[src/rtl/audio_arbiter.sv]
// audio_arbiter
// Shares the single audio codec write port between N_SRC sound players.
// A fixed-priority pick (highest index wins) selects one owner per sound.
// Samples are pulled from the owner over valid/ready and forwarded to the
// codec one at a time as write_ready allows. The owner keeps the port until
// it flags its last sample or the FETCH watchdog gives up on it.
//
// Build option: define AUDIO_ARB_PREEMPT_EN to let a higher-index request
// take the port over at the next sample boundary (FETCH only). Without it the
// owner always runs to its last sample or to the watchdog.
module audio_arbiter #(
   parameter int N_SRC   = 4,
   parameter int DW      = 24,
   parameter int TIMEOUT = 4096
) (
   input  logic                     clk,
   input  logic                     reset_n,
   input  logic [N_SRC-1:0]         src_req,
   input  logic [N_SRC-1:0]         src_valid,
   input  logic [N_SRC-1:0]         src_last,
   input  logic [N_SRC*DW-1:0]      src_data,
   output logic [N_SRC-1:0]         src_ready,
   input  logic                     aud_write_ready,
   output logic                     aud_write,
   output logic [DW-1:0]            aud_write_d,
   output logic [$clog2(N_SRC)-1:0] owner,
   output logic                     busy,
   output logic                     timeout_err
);

   localparam int OW  = $clog2(N_SRC);
   localparam int WDW = (TIMEOUT > 1) ? $clog2(TIMEOUT + 1) : 1;
   localparam bit WDOG_EN = (TIMEOUT > 0);
   localparam logic [WDW-1:0] WDOG_LAST = (TIMEOUT > 0) ? WDW'(TIMEOUT - 1) : '0;

`ifdef AUDIO_ARB_PREEMPT_EN
   localparam bit PREEMPT = 1'b1;
`else
   localparam bit PREEMPT = 1'b0;
`endif

   typedef enum logic [1:0] {
      ST_IDLE,
      ST_FETCH,
      ST_WRITE
   } state_t;

   state_t          state_q, state_d;
   logic [OW-1:0]   owner_q, owner_d;
   logic            busy_q, busy_d;
   logic [DW-1:0]   wdata_q, wdata_d;
   logic            last_q, last_d;
   logic            write_q, write_d;
   logic            tmo_q, tmo_d;
   logic [WDW-1:0]  wdog_q, wdog_d;

   logic [OW-1:0]   hi_idx;
   logic            any_req;
   logic [DW-1:0]   owner_data;

   assign any_req    = |src_req;
   assign owner_data = src_data[owner_q*DW +: DW];

   // Priority encoder: highest requesting index wins.
   always_comb begin
      hi_idx = '0;
      for (int i = 0; i < N_SRC; i++) begin
         if (src_req[i]) hi_idx = OW'(i);
      end
   end

   // Next-state logic for the IDLE -> FETCH -> WRITE ownership cycle.
   always_comb begin
      // NOTE: every signal gets a default first so no path leaves it unassigned (no latch).
      state_d = state_q;
      owner_d = owner_q;
      busy_d  = busy_q;
      wdata_d = wdata_q;
      last_d  = last_q;
      write_d = 1'b0;
      tmo_d   = 1'b0;
      wdog_d  = wdog_q;

      unique case (state_q)
         ST_IDLE: begin
            if (any_req) begin
               owner_d = hi_idx;
               busy_d  = 1'b1;
               wdog_d  = '0;
               state_d = ST_FETCH;
            end
         end

         ST_FETCH: begin
            if (PREEMPT && any_req && (hi_idx > owner_q)) begin
               // Ownership moves at the sample boundary; whatever the old
               // owner offered this cycle is not written.
               owner_d = hi_idx;
               wdog_d  = '0;
            end else if (src_valid[owner_q]) begin
               wdata_d = owner_data;
               last_d  = src_last[owner_q];
               wdog_d  = '0;
               state_d = ST_WRITE;
            end else if (WDOG_EN && (wdog_q == WDOG_LAST)) begin
               tmo_d   = 1'b1;
               busy_d  = 1'b0;
               wdog_d  = '0;
               state_d = ST_IDLE;
            end else if (wdog_q != '1) begin
               wdog_d  = wdog_q + 1'b1;
            end
         end

         ST_WRITE: begin
            if (aud_write_ready) begin
               write_d = 1'b1;
               wdog_d  = '0;
               if (last_q) begin
                  busy_d  = 1'b0;
                  state_d = ST_IDLE;
               end else begin
                  state_d = ST_FETCH;
               end
            end
         end

         default: state_d = ST_IDLE;
      endcase
   end

   // State and registered outputs, synchronous active-low reset.
   always_ff @(posedge clk) begin
      // NOTE: flops take non-blocking assignments so every flop samples pre-edge values.
      if (!reset_n) begin
         state_q <= ST_IDLE;
         owner_q <= '0;
         busy_q  <= 1'b0;
         wdata_q <= '0;
         last_q  <= 1'b0;
         write_q <= 1'b0;
         tmo_q   <= 1'b0;
         wdog_q  <= '0;
      end else begin
         state_q <= state_d;
         owner_q <= owner_d;
         busy_q  <= busy_d;
         wdata_q <= wdata_d;
         last_q  <= last_d;
         write_q <= write_d;
         tmo_q   <= tmo_d;
         wdog_q  <= wdog_d;
      end
   end

   assign src_ready   = (state_q == ST_FETCH) ? (N_SRC'(1) << owner_q) : '0;
   assign aud_write   = write_q;
   assign aud_write_d = wdata_q;
   assign owner       = owner_q;
   assign busy        = busy_q;
   assign timeout_err = tmo_q;

endmodule

[config.mk]
export PLATFORM = sky130hd
export DESIGN_NAME = audio_arbiter
export DESIGN_NICKNAME = d
export VERILOG_FILES = /design/src/rtl/audio_arbiter.sv
export SDC_FILE = /design/constraint.sdc
export NUM_CORES = 1
export LEC_CHECK = 0
export CAP_MARGIN = 20
export CORE_MARGIN = 2
export CORE_UTILIZATION = 36
export DETAILED_ROUTE_END_ITERATION = 16
export PLACE_DENSITY = 0.78
export SLEW_MARGIN = 20
export SYNTH_ARGS = -nofsm -noshare
export SYNTH_HDL_FRONTEND = slang
export SYNTH_SLANG_ARGS = --single-unit
[constraint.sdc]
create_clock -name clk -period 2.1 [get_ports clk]
set_clock_uncertainty 0.1 [all_clocks]
set_input_delay 0.42 -clock clk [delete_from_list [all_inputs] [get_ports clk]]
set_output_delay 0.42 -clock clk [all_outputs]
set_load 0.05 [all_outputs]
==> metrics.md, run 1 <==
| Metric | Value |
|---|---|
| Layout cells sized above 1 | `24.5%` |
| Async S/R FF share, synth | `0%` |
| Synth Instances | `247` |
| First-iteration detailed-routing DRC count | `78` |
| Ys flop type | `dfxtp_1` |
| Avg Synthesized Cell Area | `10.9 um^2` |
| Rel. slew slack | `64.1%` |
| Core Footprint | `7250 um^2` |
| Fin area | `4710 um^2` |
| Die H | `90.5 um` |
| Internal power | `2.55 mW` |
| Synth Warn # | `0` |
| Detailed-route via count | `2651` |
| Reg2Reg Depth | `6` |
| Clock Latency Late Sink | `300 ps` |
| Fillers | `576` |
| I/O Pins | `144` |
| FP Rows | `31` |
| Kind of critical path | `primary input to register` |
| Flops & latches, synth | `45` |
| Top cells by count, synth | `45 x dfxtp_1, 28 x mux2i_1, 28 x nor2b_1` |
| Count leader, synth | `dfxtp_1` |
| Max Freq | `486 MHz` |
| Post-route minimum period | `2060 ps` |
| CTS sink cnt | `45` |
| CTS tree | `done` |
| Final wirelength | `about 8.4 mm` |
| Number of port buffers | `143` |
| Slew Limit Fails | `0` |
| RSZ-0062 raised after global routing | `yes` |
| Logic pwr share | `60.1%` |
| Dominant cell type by area after synthesis | `dfxtp_1` |
| Post-DP Area | `4490 um^2` |
| Routability cong. | `0.842` |
| Fin util | `between 60% and 70%` |
| Clk slew on worst S/H paths | `90 ps` |
| Period utilization | `98.0%` |
| NumNets Final | `between 500 and 600` |
| Reg-to-reg endpoint | `wdog_q[10]$_SDFFE_PN0P_` |
| CP Launch Type | `primary input` |
| CTS Buf Count | `5` |
| Critical path launch point | `src_req[0]` |
| PD cells | `896 nW/um^2` |
| IR Drop Worst-Case VDD | `between 0.4 and 0.5 mV` |
| Htree depth | `2` |
| Root Buffer Master | `clkbuf_8` |
| Drt via density | `5.14` |
| Final Hold Viols | `0` |
| Synth top area cells | `dfxtp_1 33%, mux4_2 21%, mux2i_1 10%` |
| Initial antenna violation count | `0` |
| Sequential share of the synthesized area | `33.4%` |
| GRT Util Overall | `20.7%` |
| Power Total | `roughly 4.2 mW` |
| Grt ovf | `0` |
| Initial Util | `37.1%` |
| CP Data Arrival Time | `around 2200 ps` |
| Sequential cell area | `908 um^2` |
| Pin count of the biggest net entering global routing | `26` |
| CP endpoint | `wdog_q[10]$_SDFFE_PN0P_` |
| Synthesized Nets | `364` |
| NetSw | `1.67 mW` |
| Synth top area share | `between 30% and 40%` |
| First-pass GRT wire length | `~14 mm` |
| Antenna-violating nets left | `0` |
| EDFF count, synth | `0` |
| Number of global-route vias before repair | `2852` |
| Cell variety after synth | `42` |
| Post-DR wirelength/cell | `16.2 um` |
| Worst Setup End Kind | `register` |
| Slew at the pin closest to its max-slew limit | `536 ps` |
| Hold crit path type | `register to register` |
| Switching share of power | `39.5%` |
| LEAKAGE | `1.82 nW` |
| First-pass DRT Iterations | `4` |
| Die W | `90.5 um` |
| Post-DP HPWL | `6.49 mm` |
| Antenna diode count | `0` |
| Setup violators final | `0` |
| Total die area | `8190 um^2` |
| Area delta synth->final | `74.7%` |
| R2R setup slack | `60 ps` |
| Maximum clock path buffer count | `2` |
| CTS Hold Buffers Added | `0` |
| Max-Cap Viols | `0` |
| Setup_tns | `0 ps` |
| CP required | `between 2000 and 2500 ps` |
| Multi-input gate area | `1780 um^2` |
| Reg-to-reg startpoint | `state_q[0]$_SDFFE_PN0P_` |
| Max FO, Critical Path | `5` |
| Flop pwr share | `25.8%` |
| Post-synthesis cell area | `2690 um^2` |
| Status | `finished clean` |
| Post-route DRC | `0` |
| Clock network power share | `roughly 14%` |
==> worst min path at each step <==
stage | from | to | slack (ps) | cells past startpoint
global route | busy$_SDFFE_PN0P_ | busy$_SDFFE_PN0P_ | 440 | 2
detailed placement | busy$_SDFFE_PN0P_ | busy$_SDFFE_PN0P_ | 360 | 2
finish | busy$_SDFFE_PN0P_ | busy$_SDFFE_PN0P_ | 370 | 2
global placement | busy$_SDFFE_PN0P_ | busy$_SDFFE_PN0P_ | 350 | 2
CTS | busy$_SDFFE_PN0P_ | busy$_SDFFE_PN0P_ | 380 | 2
floorplan | wdog_q[1]$_SDFFE_PN0P_ | wdog_q[1]$_SDFFE_PN0P_ | 360 | 2
==> per-stage QoR <==
step                cells  setup WS, ps  hold slack, ps
finish                516          41.2             374
global route          516         -18.9             436
CTS                   515          41.9             380
detailed placement    506          -284             356
global placement      506          -226             355
floorplan             247          42.6             357
==> sequential cells by signal, summed over array words and instances, names as in the netlist <==
register / cells
aud_write_d: 24
owner: 2
timeout_err: 1
wdog_q: 13
state_q: 2
busy: 1
aud_write: 1
last_q: 1
==> placed cells by master (no fill, tap or decap), types with 3 or more instances in the layout <==
cell type	synthesis	final
clkdlybuf4s50_1	0	133
dfxtp_1	45	41
buf_4	4	31
mux2i_1	28	28
nor2b_1	28	27
mux4_2	25	25
nand2_1	10	10
a21oi_1	10	8
clkbuf_8	0	8
nor2_1	10	7
buf_12	0	7
inv_1	6	6
nand2b_1	6	5
nand4_1	5	5
o21ai_0	5	5
ha_2	0	5
nand3_1	4	4
o31ai_1	4	4
or4_1	4	4
or3_1	4	3
dfxtp_2	0	3
==> layer usage <==
layer  routed length [um]  part of all wire [%]  global-route usage (%)  vias up
met4                  172                   2.1                    7.56        0
li1                     -                     -                       -     1268
met1                 3290                    39                    22.4     1266
met3                  515                   6.2                    5.68       15
met2                 4380                    52                    38.2      102
met5                    0                     0                       0        -
==> what timing repair did <==
item,CTS,global route
setup endpoints to repair,7,19
pin swaps,2,7
cloned,1,0
buffers inserted,0,1
resized for setup,6,21
==> power by group through the flow <==
stage	Clock, mW	Sequential, mW	Combinational, mW
after detailed placement	0	1.10	2.47
after global placement	0	1.09	2.43
after global routing	0.659	1.11	2.70
after floorplan	0	1.51	1.12
final	0.596	1.09	2.53
after CTS	0.615	1.09	2.50
==> final cells by class <==
type / count / area share, %
sequential: 45 / 19.3
multi-input combinational: 181 / 37.7
tap: 99 / 2.63
clock inverter: 1 / 0.106
inverter: 6 / 0.478
clock buffer: 7 / 2.05
timing repair buffer: 177 / 37.7
==> worst max-delay path: stages <==
cell and delay, ps:
clkdlybuf4s50_1 490, nor4_2 70, a211oi_4 380, o31ai_4 180
or4b_4 540, a21oi_2 130
==> cell families after synthesis <==
logic type	count (synthesis)	synth area share [%]
buffers and inverters	22	3.99
xor gates and xnor gates	2	0.650
and+or+nand+nor	80	17.6
adders and majority gates	6	2.79
DFF	45	33.4
muxes	55	32.1
AOI/OAI and AO/OA	37	9.43
(Power assumes the default switching activity.)
==> run 2, diff against run 1 <==
- CORE_UTILIZATION: 36 -> 43
- PLACE_DENSITY: 0.78 -> 0.87
- clock period: 2.1 -> 2.4 ns (I/O delays scaled with it)
==> run 2 against run 1 <==
Compared with the run above:
- global-route usage grew 2.6 points
- count of clock-buffer cells in the layout is 1 lower
- worst hold slack better by 32 ps
- combinational power shrank 21%
- cell count shrank 9.3%
- first-iteration DRC count increased by 28%
- clock power fell by 18%
- routed wire length decreased by 2.4%
- non-clock buffer count down 23
- via count down 1.7%
- critical path type is now register to register
- highest routed layer unchanged
==> metrics.md, run 2 (same netlist as run 1, synthesis figures left out) <==
| Metric | Value |
|---|---|
| Post-route minimum period | `2340 ps` |
| Worst path slowest cell | `or4_1` |
| Number of global-route vias before repair | `2759 (-3.3%)` |
| CTS Hold Buffers Added | `0 (unchanged)` |
| NumNets Final | `509 (-4.5%)` |
| Fin area | `4390 um^2 (-6.8%)` |
| Cell Chain, Critical Path | `inv_1 > ha_1 > nor2b_1 > a211oi_2 > o31ai_4 > buf_12 > or4_1 > a21oi_1` |
| Worst path max stage delay | `470 ps (-70 ps)` |
| Max Freq | `428 MHz` |
| Post-DP Area | `4270 um^2 (-4.9%)` |
| CP Data Arrival Time | `2470 ps (+270 ps)` |
| Slew Limit Fails | `0 (unchanged)` |
| Post-route DRC | `0 (unchanged)` |
| CTS Buf Count | `5 (unchanged)` |
| Reg-to-reg endpoint | `wdog_q[11]$_SDFFE_PN0P_` |
| Critical path launch point | `state_q[0]$_SDFFE_PN0P_` |
| Rel. slew slack | `43.4% (-21 points)` |
| Final wirelength | `8.15 mm (-2.4%)` |
| Maximum clock path buffer count | `2 (unchanged)` |
| Post-CTS Setup Inserts | `0 (unchanged)` |
| Pin count of the biggest net entering global routing | `28 (+7.7%)` |
| Max reg flops | `24 (unchanged)` |
| Routability cong. | `0.841 (about the same)` |
| CP required | `2530 ps (+290 ps)` |
| Status | `finished clean` |
| Fillers | `414 (-28%)` |
| Die H | `83.2 um (-8.1%)` |
| Slew at the pin closest to its max-slew limit | `842 ps (+306 ps)` |
| CTS sink cnt | `45 (unchanged)` |
| Worst Setup End Kind | `register` |
| CTS tree | `done` |
| Post-cts repair resize count | `0 (-6)` |
| PD cells | `791 nW/um^2 (-12%)` |
| Root Buffer Master | `clkbuf_8` |
| Grt ovf | `0 (unchanged)` |
| Drt via density | `5.57 (+8.3%)` |
| Reg-to-reg startpoint | `state_q[0]$_SDFFE_PN0P_` |
| Post-DP HPWL | `6.32 mm (-2.5%)` |
| Reg2Reg Depth | `8 (+2)` |
| Max-Cap Viols | `0 (unchanged)` |
| Total die area | `6910 um^2 (-16%)` |
| CP Launch Type | `register` |
| First-pass GRT wire length | `13.2 mm (-3.9%)` |
| Post-DR wirelength/cell | `17.4 um (+7.6%)` |
| Htree depth | `2 (unchanged)` |
| Initial Util | `45.0% (+7.8 points)` |
| First-pass DRT Iterations | `4 (unchanged)` |
| Hold crit path type | `register to register` |
| Die W | `83.2 um (-8.1%)` |
| FP Rows | `28 (-9.7%)` |
| Setup violators final | `0 (unchanged)` |
| Number of port buffers | `143 (unchanged)` |
| LEAKAGE | `1.67 nW (-8.0%)` |
| Area delta synth->final | `62.9%` |
| CP endpoint | `wdog_q[11]$_SDFFE_PN0P_` |
| I/O Pins | `144 (unchanged)` |
| Detailed-route via count | `2605 (-1.7%)` |
| Kind of critical path | `register to register` |
| Most frequent cells in the layout | `137 x clkdlybuf4s50_1, 44 x dfxtp_1, 28 x nor2b_1, 28 x mux2i_1, 25 x mux4_2` |
| Clk slew on worst S/H paths | `80 ps (about the same)` |
| Core Footprint | `5990 um^2 (-17%)` |
| Most common cell after layout, fill and taps aside | `clkdlybuf4s50_1` |
| Layout cells sized above 1 | `14.8% (-9.7 points)` |
| Worst-case hold slack | `406 ps (+32.1 ps)` |
| GRT Util Overall | `23.3% (+2.6 points)` |
| Antenna diode count | `0 (unchanged)` |
| Antenna-violating nets left | `0 (unchanged)` |
| Max FO, Critical Path | `17 (+12)` |
| IR Drop Worst-Case VDD | `0.739 mV (+78%)` |
| Initial antenna violation count | `0 (unchanged)` |
| Clock Latency Late Sink | `300 ps (about the same)` |
| R2R setup slack | `60 ps (about the same)` |
| Final Hold Viols | `0 (unchanged)` |
| First-iteration detailed-routing DRC count | `100 (+28%)` |
| Fin util | `73.3% (+8.4 points)` |
| Period utilization | `between 90% and 100%` |
| Power Total | `3.47 mW (-18%)` |
[run 2: per-layer routing]
layer  wire length (um)  part of all wire [%]  GRT usage, %  vias to the layer above
met3                686                   8.4          6.46                       18
li1                   -                     -             -                     1217
met2               4280                    53          42.6                      124
met5                  0                     0             0                        -
met1               2960                    36          25.1                     1246
met4                225                   2.8          9.69                        0
[run 2: stage by stage]
| step | setup WS (ps) | TNS [ps] | std cells |
|---|---|---|---|
| floorplan | -111 | -222 | 247 |
| global placement | -26.1 | -174 | 459 |
| detailed placement | -112 | -943 | 459 |
| CTS | 108 | 0 | 467 |
| global route | -28.1 | -78.7 | 468 |
| finish | 63.5 | 0 | 468 |
[run 2: where the power goes]
group | total, mW | switching, mW | leakage (nW) | internal (mW)
clock | 0.487 | 0.254 | 0.0512 | 0.233
combinational | 2.01 | 1.06 | 1.26 | 0.949
sequential | 0.971 | 0.0969 | 0.366 | 0.874
[run 2: critical path, delay by kind of cell, from the launching register on]
family	cells	cell delay [ps]
simple gates	2	650
buf+inv	2	270
fa+ha+maj	1	230
flops	1	460
compound gates	3	550
[run 2: cell type report]
class                      count  area, um^2  share of cell area, %
clock inverter                 2        13.8                  0.314
sequential                    45         902                   20.6
multi-input combinational    180        1690                   38.5
inverter                       6        22.5                  0.513
clock buffer                   6        82.6                   1.88
timing repair buffer         154        1590                   36.1
tap                           75        93.8                   2.14
[run 2: worst min path at each step]
| stage | start | end | cells after the start |
|---|---|---|---|
| 6_report | busy$_SDFFE_PN0P_ | busy$_SDFFE_PN0P_ | 2 |
| 2_1_floorplan | wdog_q[1]$_SDFFE_PN0P_ | wdog_q[1]$_SDFFE_PN0P_ | 2 |
| 4_1_cts | wdog_q[10]$_SDFFE_PN0P_ | wdog_q[10]$_SDFFE_PN0P_ | 2 |
| 3_5_place_dp | wdog_q[10]$_SDFFE_PN0P_ | wdog_q[10]$_SDFFE_PN0P_ | 2 |
| 5_1_grt | busy$_SDFFE_PN0P_ | busy$_SDFFE_PN0P_ | 2 |
| 3_3_place_gp | busy$_SDFFE_PN0P_ | busy$_SDFFE_PN0P_ | 2 |
